$ cat config.mk
export PLATFORM = sky130hd
export DESIGN_NAME = serial_byte_loader
export DESIGN_NICKNAME = d
export VERILOG_FILES = /design/src/rtl/serial_byte_loader.sv
export SDC_FILE = /design/constraint.sdc
export NUM_CORES = 1
export LEC_CHECK = 0
export BUFFER_PORTS_ARGS = -buffer_cell sky130_fd_sc_hd__buf_2
export CORE_MARGIN = 2
export CORE_UTILIZATION = 45
export DETAILED_ROUTE_END_ITERATION = 10
export PLACE_DENSITY_LB_ADDON = 0.2
export SYNTH_ARGS = -nofsm -noshare
export SYNTH_HDL_FRONTEND = slang
export SYNTH_SLANG_ARGS = --single-unit
$ cat constraint.sdc
create_clock -name Clk -period 2.01 [get_ports Clk]
set_input_delay 0.201 -clock Clk [delete_from_list [all_inputs] [get_ports Clk]]
set_output_delay 0.201 -clock Clk [all_outputs]
set_load 0.005 [all_outputs]
$ cat src/rtl/serial_byte_loader.sv
// serial_byte_loader: assembles a framed serial bit stream into a word,
// optionally checks even parity, and pulses load for the downstream register.
module serial_byte_loader #(
  parameter int WIDTH     = 8,
  parameter bit MSB_FIRST = 1'b1,
  parameter bit PARITY_EN = 1'b1
) (
  input  logic             Clk,
  input  logic             reset,
  input  logic             start,
  input  logic             serial_in,
  output logic [WIDTH-1:0] data_out,
  output logic             load,
  output logic             busy,
  output logic             parity_err
);

  localparam int CW = $clog2(WIDTH + 1);

  typedef enum logic [1:0] {
    IDLE   = 2'd0,
    SHIFT  = 2'd1,
    PARITY = 2'd2,
    LOAD   = 2'd3
  } state_e;

  state_e           state_q, state_d;
  logic [CW-1:0]    cnt_q, cnt_d;
  logic [WIDTH-1:0] sr_q, sr_d;
  logic [WIDTH-1:0] dout_q, dout_d;
  logic             load_q, load_d;
  logic             busy_q, busy_d;
  logic             perr_q, perr_d;

  logic [WIDTH-1:0] sr_next;
  logic             last_bit;
  logic             par_ok;

  always_comb begin
    if (MSB_FIRST) sr_next = {sr_q[WIDTH-2:0], serial_in};
    else           sr_next = {serial_in, sr_q[WIDTH-1:1]};
    last_bit = (cnt_q == CW'(WIDTH - 1));
    par_ok   = ~(^sr_q ^ serial_in);
  end

  always_ff @(posedge Clk or negedge reset) begin
    if (!reset) begin
      state_q <= IDLE;
      cnt_q   <= '0;
      sr_q    <= '0;
      dout_q  <= '0;
      load_q  <= 1'b0;
      busy_q  <= 1'b0;
      perr_q  <= 1'b0;
    end else begin
      state_q <= state_d;
      cnt_q   <= cnt_d;
      sr_q    <= sr_d;
      dout_q  <= dout_d;
      load_q  <= load_d;
      busy_q  <= busy_d;
      perr_q  <= perr_d;
    end
  end

  always_comb begin
    state_d = state_q;
    unique case (state_q)
      IDLE: begin
        if (start) state_d = SHIFT;
      end
      SHIFT: begin
        if (last_bit) begin
          if (PARITY_EN) state_d = PARITY;
          else           state_d = LOAD;
        end
      end
      PARITY: begin
        if (par_ok) state_d = LOAD;
        else        state_d = IDLE;
      end
      LOAD: begin
        if (start) state_d = SHIFT;
        else       state_d = IDLE;
      end
      default: state_d = IDLE;
    endcase
  end

  // datapath and registered outputs follow the current state
  always_comb begin
    cnt_d  = cnt_q;
    sr_d   = sr_q;
    dout_d = dout_q;
    load_d = 1'b0;
    perr_d = perr_q;
    unique case (state_q)
      IDLE: begin
        if (start) begin
          cnt_d  = '0;
          perr_d = 1'b0;
        end
      end
      SHIFT: begin
        sr_d  = sr_next;
        cnt_d = cnt_q + CW'(1);
        if (last_bit && !PARITY_EN) begin
          dout_d = sr_next;
          load_d = 1'b1;
        end
      end
      PARITY: begin
        if (par_ok) begin
          dout_d = sr_q;
          load_d = 1'b1;
        end else begin
          perr_d = 1'b1;
        end
      end
      LOAD: begin
        if (start) begin
          cnt_d  = '0;
          perr_d = 1'b0;
        end
      end
      default: ;
    endcase
    busy_d = (state_d == SHIFT) || (state_d == PARITY);
  end

  assign data_out   = dout_q;
  assign load       = load_q;
  assign busy       = busy_q;
  assign parity_err = perr_q;

endmodule

# --- After elaboration in Yosys (flattened, before gate mapping) ---
# Cells that the tools add are included.
totals:
  register_bits: 25
classes:
  n_eq_ne: 8
  bitwise: 2
  n_addsub: 1
  muxes: 12
  n_reduce_logical: 9
op_table:
  columns: ["cell", "count"]
  rows:
  - ["$pmux 2 s4", 1]
  - ["$pmux 4 s2", 1]
  - ["$reduce_xor 8->1", 1]
  - ["$eq 2x2->1 const B", 3]
  - ["$mux 2", 3]
  - ["$mux 1", 5]
  - ["$add 4x1->4 const B", 1]
  - ["$eq 2x1->1 const B", 2]
  - ["$eq 4x3->1 const B", 1]
  - ["$mux 4", 1]
  - ["$reduce_and 2->1", 2]
  - ["$reduce_bool 2->1", 2]
  - ["$reduce_and 3->1", 1]
  - ["$logic_not 2->1", 1]
  - ["$ne 2x1->1 const B", 1]
  - ["$ne 2x2->1 const B", 1]
  - ["$pmux 1 s2", 1]
  - ["$reduce_or 2->1", 1]
  - ["$logic_or 1x1->1", 1]
  - ["$not 1->1", 1]
  - ["$xor 1x1->1", 1]

# --- Longest topological paths before layout ---
depth:
  ltp_word: 6
  ltp_mapped: 8
  mapped_depth_nobuf: 7

# --- Worst setup path before layout ---
# OpenSTA, ideal clock, no wires.
synth_path:
  path_type: "flip-flop to flip-flop"
  start: "reg sr_q[2]"
  end: "reg dout_q[1] (netlist: data_out[1])"
  n_path_buf: 0
  arrival_time_ns: 1.707
  slack_ns: 0.178
  setup_ns: 0.125
  required_ns: 1.885
  stages_incl_launch_ff: 6
  synth_period_minus_slack_ns: 1.832
  path_cell_list: "dfrtp_1 xor2_1 xnor3_2 xor2_2 nand2_4 mux2_4"
synth_between:
  elab_chain_cells: 4
synth_lines:
  columns: ["item", "line_no", "source"]
  rows:
  - ["from (decl)", "29", "logic [WIDTH-1:0] sr_q, sr_d;"]
  - ["from (signal assigned)", "58", "sr_q <= sr_d;"]
  - ["$reduce_xor 8->1", "43", "par_ok = ~(^sr_q ^ serial_in);"]
  - ["$xor 1x1->1", "43", null]
  - ["$not 1->1 (no line)", null, null]
  - ["$reduce_and 2->1 (no line)", null, null]
  - ["to (signal assigned)", "59", "dout_q <= dout_d;"]
  - ["to (decl)", "30", "logic [WIDTH-1:0] dout_q, dout_d;"]
# No other way between the ends.
# A chain may end at the register's enable or synchronous reset.

# --- Final worst setup path ---
layout_path:
  start: "reg sr_q[7]"
  end: "reg dout_q[3] (netlist: data_out[3])"
# Same word-level chain as after synthesis.

==> results.txt <==
Num CTS Buffers - 3
crit path from - sr_q[7]
DRT Pass-1 Iters - 4
DR vias - 786
Top Ports - 15
Setup crit end kind - register
post-synthesis async set-or-reset flop share - 100%
Worst Max-Slew Pin Slew - 0.547 ns
post-synthesis sequential area ratio - 50.1%
final hold viol count - 0
simple-gate share of the synthesized area - 7.71%
Mapped Area - 1250 µm²
WL final - 2060 µm
CP Buf/Inv Count - 0
worst-path fanout max - 9
largest net degree at the start of global routing - 26
most common cell in the netlist - dfrtp_1
initial DRC count - 23
Setup Skew - 0.0124 ns
multi-input logic area - 606 µm²
CTS tree - yes
Synth-to-Final Area Change - 14.1%
worst hold path class - in2reg
post-route setup TNS - 0 ns
root buffer cell - clkbuf_4
pwr dens - 1600 nW/µm²
final instance area - 1430 µm²
Rows - 19
Largest delay share family, worst path - XOR/XNOR gates
Cells after Synth - 95
fillers - 231
final setup vio count - 0
post-DR vias/cell - 5.38
Die W - 56.7 µm
critical path arrival - 2.13 ns
Min Clock Period, post-route - 1.92 ns
RSZ-0062 raised after global routing - no
antenna violations before repair - 0
die area - 3220 µm²
complex-gate fraction of the synthesized area - 8.41%
GRT Total Usage - 14.5%
drc violations - 0
WHS Path Cells - 2
status - complete, no violations
number of enable flip-flop cells after synthesis - 0
WL/cell - 14.1 µm
top post-synthesis cells by area - dfrtp_1 50%, mux2_4 9.6%, mux2_2 8.1%
prevailing post-synth register cell - dfrtp_1
r2r worst-path depth - 5
initial core utilization - 46.5%
list of most frequent post-synthesis cells - 25 x dfrtp_1, 9 x mux2_2, 8 x mux2_4, 7 x o21ai_0
clock sink total - 25
reg-to-reg endpoint - data_out[3]
crit path kind - reg2reg
CP max-delay cell - xnor3_2
Reg-to-Reg Start - sr_q[7]
Clock Latency Late Sink - 0.32 ns
crit-path cells - xnor2_1 > xnor3_2 > xor2_4 > nand2_4 > mux2_4
#FFs+latches synth - 25
global-route wire length before repair - 3560 µm
Placer Congestion - 0.791
final net count - 125
DP Area - 1370 µm²
dpl hpwl - 1500 µm
count of cell types in the netlist - 29
peak supply drop - 0.800 mV
max-slew violation count - 0
CTS Buffer Depth - 2
R2R setup slack - 0.09 ns
ANT cells - 0
H-tree Lvls - 1
cell taking the most area after synthesis - dfrtp_1
Core Area - 2690 µm²
CP startpoint kind - register
Detail Route Antenna Nets - 0
Clock transition at path regs - 0.14 ns
post-synthesis adder-cell area fraction - 5.01%
Max-slew headroom - 63.5%
layout cells sized above 1 - 40.0%
FF/Latch Area - 626 µm²
CP Data Required Time - 2.22 ns
Yosys top cell area share - 50.1%
CP peak stage delay - 0.50 ns
largest family of logic cells by synthesized area - multiplexers
Avg Cell Area, Syn - 13.2 µm²
I/O Buffers - 14
Leakage - 0.740 nW
die height - 56.7 µm
final critical-path share of the clock period - 95.5%
syn nets - 104
WP depth - 5
fmax - 521 MHz
Ys Warns - 0
mux cell area share after synthesis - 17.7%
vias in the first global route - 814
xor and xnor area share after synthesis - 8.71%
CP endpoint - data_out[3]
GRT Residual Overflow - 0
max-cap viol count - 0
worst reg2reg max path: stages (launching register included):
cell and delay (ns):
dfrtp_1 0.44, xnor2_1 0.15, xnor3_2 0.50, xor2_4 0.22, nand2_4 0.18, mux2_4 0.32
layer usage:
layer / GRT usage [%] / vias to the layer above / share of wire [%]
met5: 0 / - / 0
met4: 5.78 / 0 / 1.4
met3: 2.76 / 4 / 3.3
met2: 21.4 / 19 / 45
met1: 20.9 / 387 / 51
li1: - / 376 / -
cells in the final DEF, fill, tap and decap left out, drive strengths merged:
cell type and count:
dfrtp 25, buf 18, mux2 17, o21ai 7, inv 5, ha 5
nand3 4, xor2 4, xnor2 4, nand2 4, clkbuf 3, a21oi 2
a22o 2, nor3 2, xnor3 1, nor3b 1, and3b 1, and4bb 1
a211o 1, o2111a 1, nor2 1, a21boi 1, nand4 1, o22ai 1
o211ai 1, clkinv 1, dlygate4sd3 1
what timing repair did:
item | in CTS | in global routing
hold buffers | 1 | 0
resized for setup | 0 | 1
endpoints found under the setup margin | 0 | 8
buffers inserted | 0 | 1
hold endpoints to repair | 25 | 0
layout make-up:
type,instances,area share (%)
timing repair buffer,19,7.72
tap,31,2.72
multi-input combinational,62,42.5
sequential,25,43.9
clock buffer,3,1.58
clock inverter,1,0.351
inverter,5,1.32
kinds of logic (layout without fill, tap and decap cells):
kind of cell | count (synthesis) | in the layout
DFF | 25 | 25
adders and majority gates | 5 | 5
AOI/OAI and AO/OA | 16 | 16
and+or+nand+nor | 15 | 15
muxes | 17 | 17
xor gates and xnor gates | 9 | 9
buffers and inverters | 8 | 28
stage by stage:
stage	utilization [%]	cells	hold slack (ns)	power (mW)	setup slack, ns
2_1_floorplan	-	95	-0.0946	1.65	0.178
3_3_place_gp	51.0	140	0.217	1.83	0.0794
3_5_place_dp	51.0	140	0.223	1.88	0.0281
4_1_cts	52.4	145	0.137	2.11	0.0147
5_1_grt	53.1	146	0.137	2.44	0.00246
6_report	53.1	146	0.152	2.28	0.0897
worst min-delay path by stage:
stage | end | from
2_1_floorplan | busy | reset
3_3_place_gp | data_out[2] | reset
3_5_place_dp | data_out[3] | reset
4_1_cts | sr_q[0] | serial_in
5_1_grt | sr_q[0] | serial_in
6_report | sr_q[0] | serial_in
power breakdown:
group,switching [mW],internal (mW),leakage [nW]
logic,0.617,0.665,0.396
registers,0.133,0.638,0.326
clock network,0.150,0.0745,0.0177
flip-flops by register name, summed over array words and instances (netlist names):
name        count
busy            1
parity_err      1
state_q         2
data_out        8
sr_q            8
load            1
cnt_q           4
(Power assumes the default switching activity.)
